### src/rtl/vga_timing_pkg.sv
// vga_timing_pkg
//   Shared timing constants for the 640x480@60 raster (25 MHz pixel clock),
//   the coordinate type used on DrawX/DrawY, and the colour-path latency of
//   the tile/sprite mappers that the sync outputs must match.
//   No ports (package).
package vga_timing_pkg;

  // Horizontal timing, in pixel clocks.
  localparam int VGA_H_ACTIVE = 640;
  localparam int VGA_H_FP     = 16;
  localparam int VGA_H_SYNC   = 96;
  localparam int VGA_H_BP     = 48;
  localparam int VGA_H_TOTAL  = VGA_H_ACTIVE + VGA_H_FP + VGA_H_SYNC + VGA_H_BP;

  // Vertical timing, in lines.
  localparam int VGA_V_ACTIVE = 480;
  localparam int VGA_V_FP     = 10;
  localparam int VGA_V_SYNC   = 2;
  localparam int VGA_V_BP     = 33;
  localparam int VGA_V_TOTAL  = VGA_V_ACTIVE + VGA_V_FP + VGA_V_SYNC + VGA_V_BP;

  // Address -> ROM -> colour register inside the mappers.
  localparam int MAPPER_LATENCY = 2;

  typedef logic [9:0] pix_coord_t;

endpackage

### src/rtl/vga_sync_delay.sv
// vga_sync_delay
//   Fixed-depth shift register used to hold a sync signal back by the same
//   number of cycles the colour path takes. DEPTH = 0 is a plain wire.
//   Every stage resets to RESET_VAL so the pin shows the inactive level
//   while the pipeline refills after reset.
// Ports:
//   clk    in   clock
//   rst_n  in   asynchronous reset, active low
//   d      in   undelayed signal
//   q      out  d delayed by DEPTH cycles
module vga_sync_delay #(
  parameter int   DEPTH     = 2,
  parameter logic RESET_VAL = 1'b1
) (
  input  logic clk,
  input  logic rst_n,
  input  logic d,
  output logic q
);

  generate
    if (DEPTH == 0) begin : g_wire
      logic unused_clk_rst;
      assign unused_clk_rst = &{1'b0, clk, rst_n};
      assign q = d;
    end else begin : g_pipe
      logic [DEPTH-1:0] pipe_q;
      logic [DEPTH-1:0] pipe_d;

      // Stage 0 takes the input; each later stage takes its predecessor.
      always_comb begin
        pipe_d    = pipe_q;
        pipe_d[0] = d;
        for (int i = 1; i < DEPTH; i++) begin
          pipe_d[i] = pipe_q[i-1];
        end
      end

      always_ff @(posedge clk or negedge rst_n) begin
        if (!rst_n) begin
          pipe_q <= {DEPTH{RESET_VAL}};
        end else begin
          pipe_q <= pipe_d;
        end
      end

      assign q = pipe_q[DEPTH-1];
    end
  endgenerate

endmodule

### src/rtl/vga_timing_gen.sv
// vga_timing_gen
//   Raster timing generator: one pixel per vga_clk. Produces DrawX/DrawY and
//   the active-video flag for the ROM mappers, plus hs/vs for the VGA pins,
//   delayed by SYNC_DELAY cycles (0..4) so they line up with the colour
//   registers at the end of the mapper pipeline.
//   Optional feature macro: VGA_FRAME_CNT_EN adds frame_cnt and sof.
// Ports:
//   vga_clk    in   pixel clock
//   reset_n    in   asynchronous reset, active low
//   DrawX      out  horizontal pixel count (hc), no added latency
//   DrawY      out  line count (vc), no added latency
//   blank      out  1 = active video, 0 = blanking
//   hs         out  horizontal sync, active low, delayed SYNC_DELAY cycles
//   vs         out  vertical sync, active low, delayed SYNC_DELAY cycles
//   frame_cnt  out  (VGA_FRAME_CNT_EN) frames completed since reset, 16 bit
//   sof        out  (VGA_FRAME_CNT_EN) 1 on the (0,0) pixel once running
module vga_timing_gen
  import vga_timing_pkg::*;
#(
  parameter int H_ACTIVE   = VGA_H_ACTIVE,
  parameter int H_FP       = VGA_H_FP,
  parameter int H_SYNC     = VGA_H_SYNC,
  parameter int H_BP       = VGA_H_BP,
  parameter int V_ACTIVE   = VGA_V_ACTIVE,
  parameter int V_FP       = VGA_V_FP,
  parameter int V_SYNC     = VGA_V_SYNC,
  parameter int V_BP       = VGA_V_BP,
  parameter int SYNC_DELAY = MAPPER_LATENCY
) (
  input  logic       vga_clk,
  input  logic       reset_n,
  output pix_coord_t DrawX,
  output pix_coord_t DrawY,
  output logic       blank,
  output logic       hs,
`ifdef VGA_FRAME_CNT_EN
  output logic       vs,
  output logic [15:0] frame_cnt,
  output logic       sof
`else
  output logic       vs
`endif
);

  localparam int H_TOTAL = H_ACTIVE + H_FP + H_SYNC + H_BP;
  localparam int V_TOTAL = V_ACTIVE + V_FP + V_SYNC + V_BP;

  localparam pix_coord_t H_LAST     = pix_coord_t'(H_TOTAL - 1);
  localparam pix_coord_t V_LAST     = pix_coord_t'(V_TOTAL - 1);
  localparam pix_coord_t H_VIS      = pix_coord_t'(H_ACTIVE);
  localparam pix_coord_t V_VIS      = pix_coord_t'(V_ACTIVE);
  localparam pix_coord_t HS_START   = pix_coord_t'(H_ACTIVE + H_FP);
  localparam pix_coord_t HS_END     = pix_coord_t'(H_ACTIVE + H_FP + H_SYNC);
  localparam pix_coord_t VS_START   = pix_coord_t'(V_ACTIVE + V_FP);
  localparam pix_coord_t VS_END     = pix_coord_t'(V_ACTIVE + V_FP + V_SYNC);

  pix_coord_t hc_q, hc_d;
  pix_coord_t vc_q, vc_d;
  logic       run_q, run_d;
  logic       h_wrap, v_wrap;
  logic       hs_raw, vs_raw;

  // Wrap compares use >= so a corrupted count still returns to the raster
  // on the next cycle instead of running through the whole 10-bit range.
  always_comb begin
    h_wrap = (hc_q >= H_LAST);
    v_wrap = (vc_q >= V_LAST);
    hc_d   = h_wrap ? '0 : hc_q + 10'd1;
    vc_d   = vc_q;
    if (h_wrap) begin
      vc_d = v_wrap ? '0 : vc_q + 10'd1;
    end
    // run masks blank on the reset cycle so the first visible pixel
    // follows the first real clock edge.
    run_d  = 1'b1;
  end

  always_ff @(posedge vga_clk or negedge reset_n) begin
    if (!reset_n) begin
      hc_q  <= '0;
      vc_q  <= '0;
      run_q <= 1'b0;
    end else begin
      hc_q  <= hc_d;
      vc_q  <= vc_d;
      run_q <= run_d;
    end
  end

  assign DrawX = hc_q;
  assign DrawY = vc_q;
  assign blank = run_q & (hc_q < H_VIS) & (vc_q < V_VIS);

  // vs is a whole-line decode of vc, so it changes together with hc = 0.
  assign hs_raw = ~((hc_q >= HS_START) & (hc_q < HS_END));
  assign vs_raw = ~((vc_q >= VS_START) & (vc_q < VS_END));

  vga_sync_delay #(
    .DEPTH    (SYNC_DELAY),
    .RESET_VAL(1'b1)
  ) u_hs_delay (
    .clk  (vga_clk),
    .rst_n(reset_n),
    .d    (hs_raw),
    .q    (hs)
  );

  vga_sync_delay #(
    .DEPTH    (SYNC_DELAY),
    .RESET_VAL(1'b1)
  ) u_vs_delay (
    .clk  (vga_clk),
    .rst_n(reset_n),
    .d    (vs_raw),
    .q    (vs)
  );

`ifdef VGA_FRAME_CNT_EN
  logic [15:0] frame_cnt_q, frame_cnt_d;

  // Counts on the (last,last) -> (0,0) step; rolls over from 65535 to 0.
  always_comb begin
    frame_cnt_d = frame_cnt_q;
    if (h_wrap && v_wrap) begin
      frame_cnt_d = frame_cnt_q + 16'd1;
    end
  end

  always_ff @(posedge vga_clk or negedge reset_n) begin
    if (!reset_n) begin
      frame_cnt_q <= '0;
    end else begin
      frame_cnt_q <= frame_cnt_d;
    end
  end

  assign frame_cnt = frame_cnt_q;
  assign sof       = run_q & (hc_q == '0) & (vc_q == '0);
`endif

endmodule

### config.mk
export PLATFORM = sky130hd
export DESIGN_NAME = vga_timing_gen
export DESIGN_NICKNAME = d
export VERILOG_FILES = /design/src/rtl/vga_timing_pkg.sv /design/src/rtl/vga_sync_delay.sv /design/src/rtl/vga_timing_gen.sv
export SDC_FILE = /design/constraint.sdc
export NUM_CORES = 1
export LEC_CHECK = 0
export BUFFER_PORTS_ARGS = -buffer_cell sky130_fd_sc_hd__buf_4
export CAP_MARGIN = 20
export CORE_ASPECT_RATIO = 0.8
export CORE_UTILIZATION = 40
export CTS_CLUSTER_SIZE = 12
export DETAILED_ROUTE_END_ITERATION = 7
export GPL_TIMING_DRIVEN = 0
export HOLD_SLACK_MARGIN = 0.03
export PLACE_DENSITY = 0.63
export SLEW_MARGIN = 20
export SYNTH_ARGS = -nofsm -noshare
export SYNTH_HDL_FRONTEND = slang
export SYNTH_HIERARCHICAL = 1
export SYNTH_SLANG_ARGS = --single-unit
export TNS_END_PERCENT = 20
### constraint.sdc
create_clock -name vga_clk -period 1.5 [get_ports vga_clk]
set_clock_uncertainty 0.15 [all_clocks]
set_input_delay 0.3 -clock vga_clk [delete_from_list [all_inputs] [get_ports vga_clk]]
set_output_delay 0.3 -clock vga_clk [all_outputs]
set_load 0.01 [all_outputs]
* Word-level counts from Yosys, hierarchy flattened *
Cells that the tools add are included.

cells by class
  $add $sub $neg = 2
  $lt $le $gt $ge = 8
  multiplexer cells = 2
  bitwise logic cells = 6

operator list
  cell                   number
  $ge 10x10->1 const B   3
  $add 10x1->10 const B  2
  $lt 10x10->1 const B   2
  $lt 10x9->1 const B    2
  $mux 10                2
  $ge 10x9->1 const B    1
  $and 1x1->1            4
  $not 1->1              2

storage, ports and cells
  flip-flop bits (word level) = 25
  bits of input ports = 2
  output and inout port bits = 23
  logic and storage cells = 23

* Longest topological paths before layout *
  depth after elaboration = 3
  mapped depth = 6
  gate-level depth less buffers = 5

* Cells and area by module *
Netlist, hierarchy kept.

by module, submodules not included
  module          instances  cells an instance  area each (um^2)  sequential area each (um^2)
  vga_timing_gen  1          113                1159.9            525.5
  vga_sync_delay  2          2                  52.6              52.6

* Worst setup path after synthesis *
Ideal clock, no wire load.

  kind = reg2reg
  start = register hc_q[0], in the netlist DrawX[0]
  end = register vc_q[2], in the netlist DrawY[2]
  setup time = 0.121 ns
  arrival time = 1.479 ns
  required time = 1.229 ns
  setup slack = -0.250 ns
  cell stages (with the launch flop) = 7
  buffers on the path = 1
  period minus slack after synthesis = 1.750 ns
  cell sequence = dfrtp_1 ha_1 and4_4 o211a_4 buf_6 o21ai_2 a22o_1

on the way
  word-level cells in the longest chain between the ends = 1

RTL lines
  element                   RTL line              source
  start: declaration        vga_timing_gen.sv:57  pix_coord_t hc_q, hc_d;
  start signal: assignment  vga_timing_gen.sv:80  hc_q <= '0;
  start signal: assignment  vga_timing_gen.sv:84  hc_q <= hc_d;
  $ge 10x10->1              vga_timing_gen.sv:66  h_wrap = (hc_q >= H_LAST);
  end signal: assignment    vga_timing_gen.sv:85  vc_q <= vc_d;
  end: declaration          vga_timing_gen.sv:58  pix_coord_t vc_q, vc_d;

No other way between the ends.
A chain may end at the register's enable or synchronous reset.

* Final worst setup path *
  start = register vc_q[6], in the netlist DrawY[6]
  end = output blank

on the way
  word-level cells in the longest chain between the ends = 2

RTL lines
  element           RTL line              source
  $lt 10x9->1       vga_timing_gen.sv:92  assign blank = run_q & (hc_q < H_VIS) & (vc_q < V_VIS);
  $and 1x1->1       vga_timing_gen.sv:92
  end: declaration  vga_timing_gen.sv:34  output logic blank,

No other way between the ends.

==> results.yml <==
critical_path:
  critPathLaunch: "DrawY[6]"
  crit_family: "simple AND/OR/NAND/NOR gates"
  path_depth: 4
  cp.buffers_inverters: 1
  crit_end: "blank"
  reg2reg_depth: 6
  cp-end-kind: "primary output"
  worst_path_max_delay_cell: "dfrtp_2"
  path_cells: "and3_4 > and2_4 > nor4bb_4 > buf_4"
  r2r-start: "DrawX[0]"
  arrival_ps: 1450
  reg2reg_slack_ps: -210
  path_class: "reg -> out"
  rr_endpoint: "DrawY[4]"
  slowest_delay_ps: 420
  worst-path-max-fanout: 2
  required_ps: 1050
  cp-start-kind: "register"
floorplanning:
  die_w_um: 64.9
  fp.dieH_um: 52.3
  start_util: 0.441
  core-area_um2: 2870
  die_area_um2: 3390
  rows: 17
  ios: 25
power:
  ir_worst_vdd_uv: 418
  p_switching_w: 0.000225
  p_leak_nw: 0.837
  swShare: 0.205
  p_int_w: 0.000873
  comb_power_share: 0.020
  clock_power_share: 0.365
  power-per-cell-area_nw_per_um2: 579
  p_seq_frac: 0.615
outcome:
  status: "finished, violations left"
  violations: "setup timing"
final_layout:
  antenna_cells: 0
  drive_gt1_frac: 0.564
  utilization: 0.661
  n_fill_cell: 231
  final_nets: 179
  final_cells: 210
  area_growth_pct: 50.0
routing:
  drtIter0Drc: 76
  firstDrtPassIters: 4
  wl_per_cell_um: 14.8
  vias: 1128
  remaining_drc_errors: 0
  ant_nets: 0
  via_per_inst: 5.37
  routed_wl_um: 3120
yosys:
  synth_common_cells: "21 x dfrtp_1, 9 x nor2_1, 8 x nand2_1"
  async_flop_share: 1.00
  ys_seq_elements: 25
  syn_nets: 123
  synth_top_area_frac: 0.415
  avgSynthCellArea_um2: 10.8
  yosysMostFrequentCell: "dfrtp_1"
  synth_flop_cell: "dfrtp_1"
  syn-cell-area_um2: 1260
  synth_enable_flop_cells: 0
  yosys.area.top_type: "dfrtp_1"
  synth.distinct_cells: 38
  synth_warnings: 6
  netlist_instances: 117
  seq_area_frac_synth: 0.499
  synthTopCellsByArea: "dfrtp_1 42%, dfstp_2 8.3%, a22o_1 4.2%"
place:
  gp_congestion: 0.785
  place_hpwl_um: 1840
  place_inst: 179
  dpl_worst_slack_ps: -409
  portBuffers: 24
timing:
  clock.fmax_mhz: 527
  finalCritPeriodShare: 1.26
  finalSetupViolCount: 22
  rsz0062_at_grt: "yes"
  timing.setup.tns_ps: -3670
  hold_slack_ps: 208
  fin_crit_ps: 1900
  slew_viol_final: 0
  setup_slack_ps: -396
  hold_violations: 0
global_route:
  grt_pass1_vias: 1094
  grt_usage: 0.212
  grt_util_met3: 0.0522
  gr-total-overflow: 0
  grt_max_degree: 26
  antenna_found_initial: 0
  grt_use_met2: 0.358
  grt_first_pass_wirelength_um: 5280
  grt_busiest_layer: "met2"
  globalRouteMet1Util: 0.280
cts:
  cts_made_buffers: 3
  clk_path_buf_depth: 2
  cts_tree: "yes"
  cts_root_buf: "clkbuf_8"
  htree_levels: 1
  cts_sinks: 25
  clk_latency_ps: 270
  clk_pin_slew_ps: 90
job:
  maxCapViolations: 0
worst_hold_path:
  hold_class: "reg -> reg"
[cell families (layout without fill, tap and decap cells)]
| group | after synthesis | after routing | synth area share |
|---|---|---|---|
| AOI/OAI and AO/OA | 25 | 25 | 0.167 |
| xor gates and xnor gates | 7 | 7 | 0.0485 |
| adders and majority gates | 4 | 4 | 0.0396 |
| buffers and inverters | 7 | 62 | 0.0267 |
| DFF | 25 | 25 | 0.499 |
| other | 1 | 1 | 0.00296 |
| and+or+nand+nor | 48 | 48 | 0.217 |
[power by group through the flow]
stage | Combinational, W | Sequential [W] | Clock [W]
2_1_floorplan | 0.00000263 | 0.000688 | 0
3_3_place_gp | 0.0000204 | 0.000688 | 0
3_5_place_dp | 0.0000202 | 0.000689 | 0
4_1_cts | 0.0000236 | 0.000676 | 0.000407
5_1_grt | 0.0000259 | 0.000676 | 0.000441
6_report | 0.0000222 | 0.000675 | 0.000401
[cell type report]
type / instances / area [µm²] / share of cell area
timing repair buffer: 51 / 415 / 0.219
clock buffer: 4 / 45.0 / 0.0237
multi-input combinational: 85 / 709 / 0.374
tap: 38 / 47.5 / 0.0250
buffer: 1 / 15.0 / 0.00791
sequential: 25 / 643 / 0.339
inverter: 6 / 22.5 / 0.0119
[cells in the final DEF, fill, tap and decap left out, types with 3 or more instances in the layout]
cell type,netlist,layout
buf_4,0,42
dfrtp_1,21,11
dfrtp_2,0,10
buf_6,1,8
nand2_1,8,7
inv_1,6,6
nor2_2,1,6
a22o_1,6,6
xor2_1,5,5
nand3_1,5,5
and3_1,6,4
nor2b_1,4,4
dfstp_2,4,4
o21ai_1,0,3
nor2_1,9,3
o21ai_2,1,3
clkbuf_8,0,3
[flip-flops by register name (all words and copies together) (netlist names)]
name                      cells
DrawY                        10
u_vs_delay/g_pipe.pipe_q      2
DrawX                        10
run_q                         1
u_hs_delay/g_pipe.pipe_q      2
[how the worst min path moves through the flow]
stage / startpoint / end / slack [ps] / cells past startpoint
4_1_cts: u_vs_delay/g_pipe.pipe_q[0] / u_vs_delay/g_pipe.pipe_q[1] / 210 / 0
6_report: u_vs_delay/g_pipe.pipe_q[0] / u_vs_delay/g_pipe.pipe_q[1] / 210 / 0
3_5_place_dp: reset_n / DrawY[8] / 70 / 1
3_3_place_gp: reset_n / DrawY[8] / 70 / 1
2_1_floorplan: reset_n / DrawX[0] / -150 / 0
5_1_grt: u_hs_delay/g_pipe.pipe_q[0] / u_hs_delay/g_pipe.pipe_q[1] / 220 / 0
[routing by layer]
layer | vias up | part of all wire
met2 | 36 | 0.48
li1 | 530 | -
met4 | 0 | 0.0051
met5 | - | 0
met1 | 557 | 0.47
met3 | 5 | 0.048
[repair_timing]
action | 4_1_cts | 5_1_grt
pin swaps | 22 | 10
hold buffers | 1 | 0
setup endpoints to repair | 20 | 21
resized for setup | 32 | 13
buffers inserted | 21 | 5
hold endpoints to repair | 21 | 0
[metrics by stage]
step	power (W)	cell area (µm²)
2_1_floorplan	0.000691	1280
3_3_place_gp	0.000709	1510
3_5_place_dp	0.000709	1510
4_1_cts	0.00111	1830
5_1_grt	0.00114	1900
6_report	0.00110	1900
Note: power is estimated with default switching activity, not from simulation.
